[config.mk]
export PLATFORM = sky130hd
export DESIGN_NAME = p20_score_uart
export DESIGN_NICKNAME = d
export VERILOG_FILES = /design/src/rtl/p20_uart_pkg.sv /design/src/rtl/p20_uart_tx.sv /design/src/rtl/p20_score_uart.sv
export SDC_FILE = /design/constraint.sdc
export NUM_CORES = 1
export LEC_CHECK = 0
export ABC_AREA = 0
export CORE_MARGIN = 2
export CORE_UTILIZATION = 57
export DETAILED_ROUTE_END_ITERATION = 7
export PLACE_DENSITY = 0.79
export SYNTH_ARGS = -nofsm -noshare
export SYNTH_HDL_FRONTEND = slang
export SYNTH_SLANG_ARGS = --single-unit
[constraint.sdc]
create_clock -name clk -period 2.8 [get_ports clk]
set_input_delay 0.56 -clock clk [delete_from_list [all_inputs] [get_ports clk]]
set_output_delay 0.56 -clock clk [all_outputs]
set_load 0.1 [all_outputs]
[src/rtl/p20_uart_pkg.sv]
// p20_uart_pkg
// Shared constants and types for the score-report UART.
//   DEFAULT_CLKS_PER_BIT : bit period in clocks (25.175 MHz / 115200)
//   CR, LF, SLASH, QMARK, ZERO : ASCII bytes used to build report frames
//   txState_e            : serializer state encoding
//   bcdToAscii()         : BCD digit to printable ASCII, '?' for non-decimal
package p20_uart_pkg;

  localparam int DEFAULT_CLKS_PER_BIT = 218;

  localparam logic [7:0] CR    = 8'h0D;
  localparam logic [7:0] LF    = 8'h0A;
  localparam logic [7:0] SLASH = 8'h2F;
  localparam logic [7:0] QMARK = 8'h3F;
  localparam logic [7:0] ZERO  = 8'h30;

  typedef enum logic [1:0] {
    IDLE,
    START,
    DATA,
    STOP
  } txState_e;

  // Nibbles 10..15 are not valid BCD; print them as '?' so a corrupted
  // score is visible on the terminal instead of turning into punctuation.
  function automatic logic [7:0] bcdToAscii(input logic [3:0] digit);
    if (digit <= 4'd9) begin
      return ZERO + {4'd0, digit};
    end
    return QMARK;
  endfunction

endpackage

[src/rtl/p20_uart_tx.sv]
// p20_uart_tx
// 8N1 byte serializer, LSB first, line idles high.
// Ports:
//   clk_i    : system clock
//   rst_ni   : asynchronous active-low reset
//   valid_i  : a byte is offered on data_i
//   data_i   : byte to send
//   ready_o  : byte is taken when valid_i && ready_o; high in IDLE and on
//              the last cycle of STOP so bytes can run back-to-back
//   tx_o     : serial line
module p20_uart_tx
  import p20_uart_pkg::*;
#(
  parameter int CLKS_PER_BIT = DEFAULT_CLKS_PER_BIT
) (
  input  logic       clk_i,
  input  logic       rst_ni,
  input  logic       valid_i,
  input  logic [7:0] data_i,
  output logic       ready_o,
  output logic       tx_o
);

  localparam int CW = (CLKS_PER_BIT > 1) ? $clog2(CLKS_PER_BIT) : 1;
  localparam logic [CW-1:0] CNT_LAST = CW'(CLKS_PER_BIT - 1);

  txState_e      state_q, state_d;
  logic [CW-1:0] clkCnt_q, clkCnt_d;
  logic [2:0]    bitCnt_q, bitCnt_d;
  logic [7:0]    shift_q, shift_d;

  logic bitDone;
  logic accept;

  // State, bit-time counter, data-bit counter and the byte being shifted.
  always_ff @(posedge clk_i or negedge rst_ni) begin
    if (!rst_ni) begin
      state_q  <= IDLE;
      clkCnt_q <= '0;
      bitCnt_q <= '0;
      shift_q  <= '0;
    end else begin
      state_q  <= state_d;
      clkCnt_q <= clkCnt_d;
      bitCnt_q <= bitCnt_d;
      shift_q  <= shift_d;
    end
  end

  // Next-state logic. The clock counter restarts at each bit boundary, so
  // every bit (start, data, stop) lasts exactly CLKS_PER_BIT cycles, and a
  // byte accepted on the final STOP cycle goes straight into START.
  always_comb begin
    state_d  = state_q;
    clkCnt_d = clkCnt_q;
    bitCnt_d = bitCnt_q;
    shift_d  = shift_q;

    bitDone = (clkCnt_q == CNT_LAST);
    ready_o = (state_q == IDLE) || ((state_q == STOP) && bitDone);
    accept  = valid_i && ready_o;

    if (state_q != IDLE) begin
      clkCnt_d = bitDone ? '0 : clkCnt_q + CW'(1);
    end

    case (state_q)
      IDLE: begin
        clkCnt_d = '0;
        bitCnt_d = '0;
        if (accept) begin
          state_d = START;
          shift_d = data_i;
        end
      end
      START: begin
        if (bitDone) begin
          state_d  = DATA;
          bitCnt_d = '0;
        end
      end
      DATA: begin
        if (bitDone) begin
          if (bitCnt_q == 3'd7) begin
            state_d = STOP;
          end else begin
            bitCnt_d = bitCnt_q + 3'd1;
          end
        end
      end
      STOP: begin
        if (bitDone) begin
          if (accept) begin
            state_d = START;
            shift_d = data_i;
          end else begin
            state_d = IDLE;
          end
        end
      end
      default: state_d = IDLE;
    endcase
  end

  // Line level decodes only registered state, so reset drives it high
  // immediately and no input can glitch it.
  always_comb begin
    tx_o = 1'b1;
    case (state_q)
      START:   tx_o = 1'b0;
      DATA:    tx_o = shift_q[bitCnt_q];
      default: tx_o = 1'b1;
    endcase
  end

endmodule

[src/rtl/p20_score_uart.sv]
// p20_score_uart
// Sends the packed BCD score as ASCII over UART when the game halts.
// Ports:
//   clk       : system clock (25.175 MHz pixel clock)
//   sys_rst_n : asynchronous active-low reset
//   score_in  : packed BCD score, digit 3 in [15:12]
//   halt      : game-over level; its rising edge starts a report
//   game_rst  : new-game pulse, deliberately ignored (frames are never aborted)
//   tx        : UART output, 8N1, idle high
//   busy      : high while a report frame is on the line
// Build option: define P20_SCORE_UART_HISCORE_EN to track a high score and
// send "dddd/hhhh\r\n" instead of "dddd\r\n".
module p20_score_uart #(
  parameter int CLKS_PER_BIT = p20_uart_pkg::DEFAULT_CLKS_PER_BIT
) (
  input  logic        clk,
  input  logic        sys_rst_n,
  input  logic [15:0] score_in,
  input  logic        halt,
  input  logic        game_rst,
  output logic        tx,
  output logic        busy
);

  import p20_uart_pkg::*;

`ifdef P20_SCORE_UART_HISCORE_EN
  localparam int FRAME_LEN = 11;
`else
  localparam int FRAME_LEN = 6;
`endif
  localparam logic [3:0] LAST_IDX = 4'(FRAME_LEN - 1);

  logic        halt_q;
  logic        busy_q, busy_d;
  logic [3:0]  byteIdx_q, byteIdx_d;
  logic [15:0] score_q, score_d;
`ifdef P20_SCORE_UART_HISCORE_EN
  logic [15:0] hiscore_q, hiscore_d;
`endif

  logic       trigger;
  logic       startFrame;
  logic [3:0] nextIdx;
  logic [7:0] nextByte;
  logic       txValid;
  logic [7:0] txData;
  logic       txReady;
  logic       unusedGameRst;

  assign unusedGameRst = game_rst;
  assign busy          = busy_q;

  // halt_q resets high so a halt already asserted at reset release has to
  // drop and rise again before it reports.
  always_ff @(posedge clk or negedge sys_rst_n) begin
    if (!sys_rst_n) begin
      halt_q    <= 1'b1;
      busy_q    <= 1'b0;
      byteIdx_q <= '0;
      score_q   <= '0;
`ifdef P20_SCORE_UART_HISCORE_EN
      hiscore_q <= '0;
`endif
    end else begin
      halt_q    <= halt;
      busy_q    <= busy_d;
      byteIdx_q <= byteIdx_d;
      score_q   <= score_d;
`ifdef P20_SCORE_UART_HISCORE_EN
      hiscore_q <= hiscore_d;
`endif
    end
  end

  // Byte that follows the one currently on the line, built from the
  // latched score so mid-frame changes of score_in never show up.
  always_comb begin
    nextIdx  = byteIdx_q + 4'd1;
    nextByte = LF;
    case (nextIdx)
      4'd0: nextByte = bcdToAscii(score_q[15:12]);
      4'd1: nextByte = bcdToAscii(score_q[11:8]);
      4'd2: nextByte = bcdToAscii(score_q[7:4]);
      4'd3: nextByte = bcdToAscii(score_q[3:0]);
`ifdef P20_SCORE_UART_HISCORE_EN
      4'd4: nextByte = SLASH;
      4'd5: nextByte = bcdToAscii(hiscore_q[15:12]);
      4'd6: nextByte = bcdToAscii(hiscore_q[11:8]);
      4'd7: nextByte = bcdToAscii(hiscore_q[7:4]);
      4'd8: nextByte = bcdToAscii(hiscore_q[3:0]);
      4'd9: nextByte = CR;
`else
      4'd4: nextByte = CR;
`endif
      default: nextByte = LF;
    endcase
  end

  // Frame sequencing. The first byte is taken from score_in directly so
  // the start bit appears one edge after the trigger; afterwards each
  // ready pulse (last STOP cycle) either hands over the next byte or,
  // after the final byte, ends the frame on that same edge.
  always_comb begin
    busy_d    = busy_q;
    byteIdx_d = byteIdx_q;
    score_d   = score_q;
`ifdef P20_SCORE_UART_HISCORE_EN
    hiscore_d = hiscore_q;
`endif
    txValid   = 1'b0;
    txData    = '0;

    trigger    = halt && !halt_q;
    startFrame = trigger && !busy_q;

    if (startFrame) begin
      score_d   = score_in;
      busy_d    = 1'b1;
      byteIdx_d = '0;
      txValid   = 1'b1;
      txData    = bcdToAscii(score_in[15:12]);
`ifdef P20_SCORE_UART_HISCORE_EN
      if (score_in > hiscore_q) begin
        hiscore_d = score_in;
      end
`endif
    end else if (busy_q && txReady) begin
      if (byteIdx_q == LAST_IDX) begin
        busy_d    = 1'b0;
        byteIdx_d = '0;
      end else begin
        txValid   = 1'b1;
        txData    = nextByte;
        byteIdx_d = nextIdx;
      end
    end
  end

  p20_uart_tx #(
    .CLKS_PER_BIT(CLKS_PER_BIT)
  ) uTx (
    .clk_i  (clk),
    .rst_ni (sys_rst_n),
    .valid_i(txValid),
    .data_i (txData),
    .ready_o(txReady),
    .tx_o   (tx)
  );

endmodule

Yosys cells after proc, flatten, opt, wreduce, memory -nomap -nowiden
Cells that the tools add are included.
{"block": "word_totals", "out_inout_bits": 2, "elab_cells": 111, "input_bits": 20, "register_bits": 43}
{"block": "classes", "magnitude_cmp": 6, "n_eq_ne": 16, "addsub": 8, "mux": 53, "n_reduce_logical": 20}
{"cell": "8-bit 2-to-1 mux", "n": 18}
{"cell": "8-bit one-hot mux with 5 select lines", "n": 1}
{"cell": "6-bit by 4-bit adder with 7-bit output, first input constant", "n": 5}
{"cell": "4-bit less-or-equal comparator, second input constant", "n": 5}
{"cell": "1-bit 2-to-1 mux", "n": 18}
{"cell": "8-bit one-hot mux with 2 select lines", "n": 1}
{"cell": "4-bit 2-to-1 mux", "n": 3}
{"cell": "2-bit 2-to-1 mux", "n": 5}
{"cell": "2-bit by 1-bit != test with 1-bit output, second input constant", "n": 5}
{"cell": "2-bit nonzero test", "n": 5}
{"cell": "3-bit 2-to-1 mux", "n": 3}
{"cell": "3-bit one-hot mux with 3 select lines", "n": 1}
{"cell": "8-bit by 1-bit adder with 8-bit output, second input constant", "n": 1}
{"cell": "4-bit by 2-bit equality test with 1-bit output, second input constant", "n": 2}
{"cell": "4-bit by 3-bit equality test with 1-bit output, second input constant", "n": 2}
{"cell": "8-bit equality test, second input constant", "n": 1}
{"cell": "2-bit one-hot mux with 4 select lines", "n": 1}
{"cell": "1-bit logical AND", "n": 5}
{"cell": "5-bit AND reduction", "n": 1}
{"cell": "4-bit by 1-bit adder with 4-bit output, second input constant", "n": 1}
{"cell": "2-bit equality test, second input constant", "n": 2}
{"cell": "4-bit by 1-bit equality test with 1-bit output, second input constant", "n": 1}
{"cell": "4-bit zero test", "n": 1}
{"cell": "3-bit by 4-bit less-than comparator with 1-bit output, second input constant", "n": 1}
{"cell": "other kinds (12)", "n": 14}

Depth between registers and ports, before layout
Gate-level depths: netlist of the first run.
{"block": "depth", "depth_word": 11, "depth_mapped": 9}

By module
From an unflattened synthesis of the first run, not the netlist that was laid out.
{"block": "unflattened", "hier_cells": 258, "area_unflattened_um2": 2436.1}
{"module": "p20_score_uart", "cells_per_inst": 153, "seq_area_each_um2": 551.8, "instances": 1, "area_per_inst_um2": 1255.0}
{"module": "p20_uart_tx", "cells_per_inst": 105, "seq_area_each_um2": 525.5, "instances": 1, "area_per_inst_um2": 1181.1}

Worst setup path before layout of the first run
No wires, ideal clock.
{"block": "synth_timing", "path_kind": "flip-flop to output port", "from": "register uTx.bitCnt_q[0]", "to": "output port tx", "path_stages_with_launch": 5, "arrival_time_ns": 2.419, "setup_slack_ns": -0.179, "cell_sequence": "dfrtp_1 -> mux4_2 -> and2_1 -> a31oi_1 -> mux2i_1"}
{"block": "synth_via", "elab_chain_cells": 3}
{"item": "from (decl)", "line_no": "p20_uart_tx.sv:29", "text": "logic [2:0] bitCnt_q, bitCnt_d;"}
{"item": "from (signal assigned)", "line_no": "p20_uart_tx.sv:45", "text": "bitCnt_q <= bitCnt_d;"}
{"item": "1-bit binary-select mux with 3-bit select", "line_no": "p20_uart_tx.sv:111", "text": "DATA: tx_o = shift_q[bitCnt_q];"}
{"item": "1-bit 2-to-1 mux (not written as such)", "line_no": "p20_uart_tx.sv:111"}
{"item": "1-bit one-hot mux with 2 select lines", "line_no": "p20_uart_tx.sv:109", "text": "case (state_q)"}
{"item": "to (decl)", "line_no": "p20_score_uart.sv:21", "text": "output logic tx,"}
No other way between the ends. The select of a mux whose other input is x is not followed.

Final worst setup path of the first run
Ends and elaborated chain as after synthesis.

==> flow_metrics.env, run 1 <==
export IMPL_endpoint_kind="primary output"
export IMPL_clk_pin_slew_ps=90
export IMPL_slew_limit_headroom_pct=41.4
export IMPL_p_int_mw=0.900
export IMPL_power_density_mw_per_mm2=434
export IMPL_diodes=0
export IMPL_cp_top_family="multiplexers"
export IMPL_routed_wl_microns=4660
export IMPL_async_flop_share_pct=100
export IMPL_num_vias=1870
export IMPL_cp_required_ps=2240
export IMPL_vdd_drop_max_mv=0.316
export IMPL_cts_setup_buffers=0
export IMPL_antenna_left=0
export IMPL_seqPwrFrac_pct=52.3
export IMPL_sw_frac_of_total_pct=22.7
export IMPL_multi_input_area_sq_mm=0.00125
export IMPL_yosysSeqAreaShare_pct=43.1
export IMPL_period_needed_ps=2560
export IMPL_nNetsFinal=310
export IMPL_avgSynthCellArea_sq_um=9.08
export IMPL_fmax_mhz=391
export IMPL_io_buffers=20
export IMPL_wl_met3_microns=184
export IMPL_cts_tree="built"
export IMPL_cp_arrival_ps=2000
export IMPL_ys_warn_count=0
export IMPL_routabilityCongestion=0.778
export IMPL_regArea_sq_mm=0.00100
export IMPL_die_h_microns=67.9
export IMPL_path_class="reg2out"
export IMPL_worst_pin_slew_ps=879
export IMPL_switching_power_mw=0.264
export IMPL_crit_path_start_kind="register"
export IMPL_grtUsageTotal_pct=23.5
export IMPL_synth_cell_type_count=45
export IMPL_min_path_type="in2async"
export IMPL_core_sq_mm=0.00397
export IMPL_combPwrFrac_pct=5.6
export IMPL_rows=23
export IMPL_netlist_area_leader_share_pct=42.0
export IMPL_p_leak_nw=1.25
export IMPL_critPathBufInv=1
export IMPL_wl_met2_microns=2280
export IMPL_start_util_pct=58.5
export IMPL_wire_per_inst_microns=14.2
export IMPL_cts_sinks=40
export IMPL_vias_per_cell=5.70
export IMPL_critPathSlowestCell="mux4_2"
export IMPL_synth_enable_flop_cells=0
export IMPL_grt_pass1_wl_microns=7920
export IMPL_synth_nets=289
export IMPL_rsz0062_at_grt="false"
export IMPL_top_layer="met4"
export IMPL_finalCritPeriodShare_pct=91.3
export IMPL_ys_top_cells_by_count="nand2_1 (60), dfrtp_1 (39), nor2_1 (19), ha_1 (13), o21ai_0 (12)"
export IMPL_hpwl_microns=3420
export IMPL_worst_clock_skew_ps=13.2
export IMPL_area_growth_pct=15.3
export IMPL_clkLatencyLatePin_ps=300
export IMPL_drc_errors=0
export IMPL_num_fill_cells=331
export IMPL_grt_antenna_before_repair=0
export IMPL_cap_violations=0
export IMPL_status="finished clean"
export IMPL_clkPwrFrac_pct=42.1
export IMPL_cts_root_buf="clkbuf_8"
export IMPL_synth_most_common_cell="nand2_1"
export IMPL_die_area_sq_mm=0.00460
export IMPL_setup_violations=0
export IMPL_numCtsBuffers=5
export IMPL_slowest_delay_ps=520
export IMPL_fin_setup_tns_ps=0
export IMPL_met1Wirelength_microns=2120
export IMPL_synthFlopType="dfrtp_1"
export IMPL_drv_slew=0
export IMPL_grt_overflow_total=0
export IMPL_syn_cell_area_sq_mm=0.00232
export IMPL_cts_hold_buf=0
export IMPL_grt_pass1_vias=1790
export IMPL_worstPathMaxFanout=4
export IMPL_synth_seq_cells=40
export IMPL_grt_max_degree=41
export IMPL_hold_violations=0
export IMPL_num_io_pins=22
export IMPL_die_x_microns=67.9
export IMPL_dpl_cell_area_sq_mm=0.00257
export IMPL_cts_max_path_buffers=2
export IMPL_ctsResizeCount=0
export IMPL_dr_pass1_iters=4
export IMPL_cts_htree_levels=2
export IMPL_stdcell_area_sq_mm=0.00268
export IMPL_postSynthCellCount=256
export IMPL_crit_chain="mux4_2 > and2_1 > a31oi_1 > mux2i_2 > buf_4"
export IMPL_synth_top_cell_by_area="dfrtp_1"
export IMPL_drt_initial_drc_count=173
export IMPL_post_route_cells_drive_above_1_share_pct=10.1
export IMPL_synth_area_leaders="dfrtp_1 (42%), nand2_1 (9.7%), ha_1 (7.0%)"
[power by group through the flow]
| stage | registers, mW | logic (mW) | clock network (mW) |
|---|---|---|---|
| 2_1_floorplan | 0.615 | 0.0251 | 0 |
| 3_3_place_gp | 0.619 | 0.0655 | 0 |
| 3_5_place_dp | 0.620 | 0.0673 | 0 |
| 4_1_cts | 0.609 | 0.0673 | 0.503 |
| 5_1_grt | 0.611 | 0.0747 | 0.525 |
| 6_report | 0.609 | 0.0658 | 0.490 |
[worst paths after layout]
| path | from | end | slack [ps] | depth (start not counted) |
|---|---|---|---|---|
| setup / recovery | uTx.bitCnt_q[0] | tx | 240 | 5 |
| hold / removal | sys_rst_n | uTx.clkCnt_q[2] | 350 | 1 |
| setup reg to reg | byteIdx_q[1] | uTx.shift_q[0] | 610 | 7 |
| hold reg to reg | score_q[12] | score_q[12] | 480 | 2 |
| max in group asynchronous | sys_rst_n | score_q[12] | 1870 | 1 |
| min in group clk | score_q[12] | score_q[12] | 480 | 2 |
[area by class of cell]
| type | count | share of cell area (%) |
|---|---|---|
| clock buffers | 5 | 2.57 |
| clock inverters | 3 | 1.73 |
| inverters | 10 | 1.40 |
| multi-input cells | 197 | 46.7 |
| flip-flops and latches | 40 | 37.4 |
| well taps | 50 | 2.33 |
| repair buffers | 23 | 7.93 |
[stage by stage]
| step | total power [mW] | util [%] | setup slack (ps) | instances | hold WS, ps |
|---|---|---|---|---|---|
| after floorplan | 0.641 | - | 343 | 256 | 264 |
| after global placement | 0.684 | 64.6 | 556 | 320 | 457 |
| after detailed placement | 0.687 | 64.6 | 518 | 320 | 462 |
| after CTS | 1.18 | 67.5 | 255 | 328 | 392 |
| after global routing | 1.21 | 67.5 | 149 | 328 | 427 |
| final | 1.16 | 67.5 | 244 | 328 | 353 |
[flip-flops by register name, indices dropped and copies added (netlist names)]
signal	flops
busy	1
byteIdx_q	4
halt_q	1
score_q	16
uTx.bitCnt_q	3
uTx.clkCnt_q	8
uTx.shift_q	5
uTx.state_q	2
[logic make-up after synthesis]
group           count (synthesis)  synth area share [%]
simple gates                  109                  22.2
compound gates                 61                  18.0
flops                          40                  43.1
buf+inv                        19                  3.23
fa+ha+maj                      13                  7.00
mux                             8                  4.20
xor+xnor                        6                  2.26
[cells in the final DEF (no fill, tap or decap), drive strengths merged, types with 4 or more instances in the layout]
master         netlist  final
xor2                 5      5
dfrtp               39     39
a21oi               12     12
nor2                19     19
nand3                4      4
inv                 10     11
ha                  13     13
clkdlybuf4s50        0     17
mux2                 4      4
a21o                 7      7
buf                  3      6
clkbuf               6      5
nand2               60     60
o21a                 5      5
o21ai               12     12
a31oi                5      5
and2                 4      4
[per-layer routing]
metal,vias up,GRT usage (%)
met5,-,0
met4,0,9.00
met3,5,5.43
met2,37,40.6
met1,891,28.5
li1,937,-
Note: power is estimated with default switching activity, not from simulation.
==> inputs of run 2 (changes only) <==
--- a/config.mk
+++ b/config.mk
@@ -6,6 +6,7 @@
 export NUM_CORES = 1
 export LEC_CHECK = 0
 export ABC_AREA = 0
+export CAP_MARGIN = 25
 export CORE_MARGIN = 2
 export CORE_UTILIZATION = 57
 export DETAILED_ROUTE_END_ITERATION = 7
==> constraint.sdc (replaced) <==
create_clock -name clk -period 2.72 [get_ports clk]
set_input_delay 0.544 -clock clk [delete_from_list [all_inputs] [get_ports clk]]
set_output_delay 0.544 -clock clk [all_outputs]
set_load 0.1 [all_outputs]
==> run 2 against run 1 <==
Effect of this change: sequential cell count is the same; cell count is the same; clock-buffer cell count is the same; combinational power up 2%; first-iteration DRC count is 52% lower; clock power increased by 37%; total power rose by 17%.
==> flow_metrics.env, run 2 (synthesis results as in run 1) <==
export IMPL_rows=23
export IMPL_top_regs="score_q x16, uTx.clkCnt_q x8, uTx.shift_q x5"
export IMPL_slowest_delay_ps=510
export IMPL_grt_pass1_vias=1802
export IMPL_critPathBufInv=1
export IMPL_drt_initial_drc_count=83
export IMPL_finalPower_mw=1.36
export IMPL_worstPathMaxFanout=4
export IMPL_num_fill_cells=300
export IMPL_dp_cells=320
export IMPL_final_common_cell="nand2_1"
export IMPL_die_x_microns=67.9
export IMPL_cts_hold_buf=0
export IMPL_r2r_slack_ps=590
export IMPL_drc_errors=0
export IMPL_diodes=0
export IMPL_io_buffers=20
export IMPL_clkPwrFrac_pct=49.1
export IMPL_grtUsageTotal_pct=22.1
export IMPL_setup_ws_ps=290
export IMPL_sw_frac_of_total_pct=18.7
export IMPL_period_needed_ps=2430
export IMPL_core_sq_mm=0.00397
export IMPL_die_area_sq_mm=0.00460
export IMPL_final_cells=328
export IMPL_top_register="score_q"
export IMPL_cts_htree_levels=2
export IMPL_crit_path_start_kind="register"
export IMPL_start_util_pct=58.5
export IMPL_grt_pass1_wl_microns=7680
export IMPL_post_route_cells_drive_above_1_share_pct=10.1
export IMPL_numCtsBuffers=5
export IMPL_combPwrFrac_pct=4.9
export IMPL_layout_common_cells="nand2_1 (60), dfrtp_1 (39), nor2_1 (19)"
export IMPL_grt_max_degree=41
export IMPL_antenna_left=0
export IMPL_p_leak_nw=1.27
export IMPL_rsz0062_at_grt="false"
export IMPL_endpoint_kind="primary output"
export IMPL_vdd_drop_max_mv=0.287
export IMPL_switching_power_mw=0.254
export IMPL_nNetsFinal=310
export IMPL_cp_arrival_ps=1890
export IMPL_vias_per_cell=5.63
export IMPL_power_density_mw_per_mm2=498
export IMPL_fin_setup_tns_ps=0
export IMPL_cts_max_path_buffers=2
export IMPL_die_h_microns=67.9
export IMPL_cts_tree="built"
export IMPL_wire_per_inst_microns=13.5
export IMPL_hpwl_microns=3190
export IMPL_worst_pin_slew_ps=870
export IMPL_path_class="reg2out"
export IMPL_finalCritPeriodShare_pct=89.3
export IMPL_worst_clock_skew_ps=5.35
export IMPL_r2r_start="byteIdx_q[0]"
export IMPL_grt_overflow_total=0
export IMPL_num_vias=1847
export IMPL_min_path_type="in2async"
export IMPL_drv_slew=0
export IMPL_fmax_mhz=412
export IMPL_area_growth_pct=17.8
export IMPL_status="finished clean"
export IMPL_cts_setup_buffers=0
export IMPL_seqPwrFrac_pct=45.9
export IMPL_cts_sinks=40
export IMPL_critPathSlowestCell="mux4_2"
export IMPL_cp_required_ps=2180
export IMPL_clkLatencyLatePin_ps=290
export IMPL_slew_limit_headroom_pct=42.0
export IMPL_regArea_sq_mm=0.00100
export IMPL_grt_antenna_before_repair=0
export IMPL_cts_root_buf="clkbuf_8"
export IMPL_multi_input_area_sq_mm=0.00125
export IMPL_rr_worst_depth=7
export IMPL_ctsResizeCount=0
export IMPL_routabilityCongestion=0.813
export IMPL_cap_violations=0
export IMPL_clk_pin_slew_ps=80
export IMPL_p_int_mw=1.11
export IMPL_regToRegEndpoint="uTx.shift_q[0]"
export IMPL_dr_pass1_iters=4
export IMPL_largest_reg_flops=16
export IMPL_dp_slack_ps=468
export IMPL_num_io_pins=22
export IMPL_setup_violations=0
export IMPL_cp_top_family="multiplexers"
export IMPL_routed_wl_microns=4440
export IMPL_hold_violations=0
export IMPL_crit_chain="mux4_2 > and2_1 > a31oi_1 > mux2i_2 > buf_12"
run 2: changes by cell type in the layout (fill, tap and decap cells not counted), sizes merged:
cell      previous run  this run
bufinv               1         3
clkinvlp             1         0
inv                 11        10
run 2: power groups by stage:
stage | sequential, mW | clock (mW) | combinational [mW]
after floorplan | 0.634 | 0 | 0.0259
after global placement | 0.637 | 0 | 0.0674
after detailed placement | 0.637 | 0 | 0.0684
after CTS | 0.626 | 0.680 | 0.0688
after global routing | 0.629 | 0.707 | 0.0767
final | 0.626 | 0.670 | 0.0674
run 2: per-stage QoR:
| stage | util [%] | hold WS, ps | cell area (sq um) |
|---|---|---|---|
| 2_1_floorplan | - | 248 | 2330 |
| 3_3_place_gp | 64.9 | 457 | 2580 |
| 3_5_place_dp | 64.9 | 458 | 2580 |
| 4_1_cts | 68.9 | 391 | 2740 |
| 5_1_grt | 68.9 | 435 | 2740 |
| 6_report | 68.9 | 359 | 2740 |
run 2: how the worst max path moves through the flow:
stage                      to  slack, ps       startpoint  cells after the start
5_1_grt                    tx        140  uTx.bitCnt_q[0]                      5
3_3_place_gp   uTx.state_q[0]        490             halt                      6
2_1_floorplan              tx        280  uTx.bitCnt_q[0]                      4
3_5_place_dp   uTx.state_q[0]        470             halt                      6
4_1_cts                    tx        290  uTx.bitCnt_q[0]                      5
6_report                   tx        290  uTx.bitCnt_q[0]                      5
run 2: metal layers:
metal	part of all wire [%]	GRT usage, %	routed length [microns]
met4	1.1	8.25	47
met1	48	26.8	2150
met5	0	0	0
met3	2.6	3.45	117
met2	48	39.5	2120
run 2: final cells by class:
cell class	instances	share of cell area, %
inverter	10	1.37
tap	50	2.29
sequential	40	36.6
clock inverter	3	3.29
multi-input combinational	197	45.7
clock buffer	5	2.51
timing repair buffer	23	8.23
run 2: worst reg2reg max path, delay by kind of cell (launching register included):
family | cells | cell delay [ps]
AO/OA/AOI/OAI | 3 | 700
adder cells (fa/ha/maj) | 1 | 270
buffers and inverters | 1 | 150
flip-flops | 1 | 480
AND/OR/NAND/NOR | 2 | 440
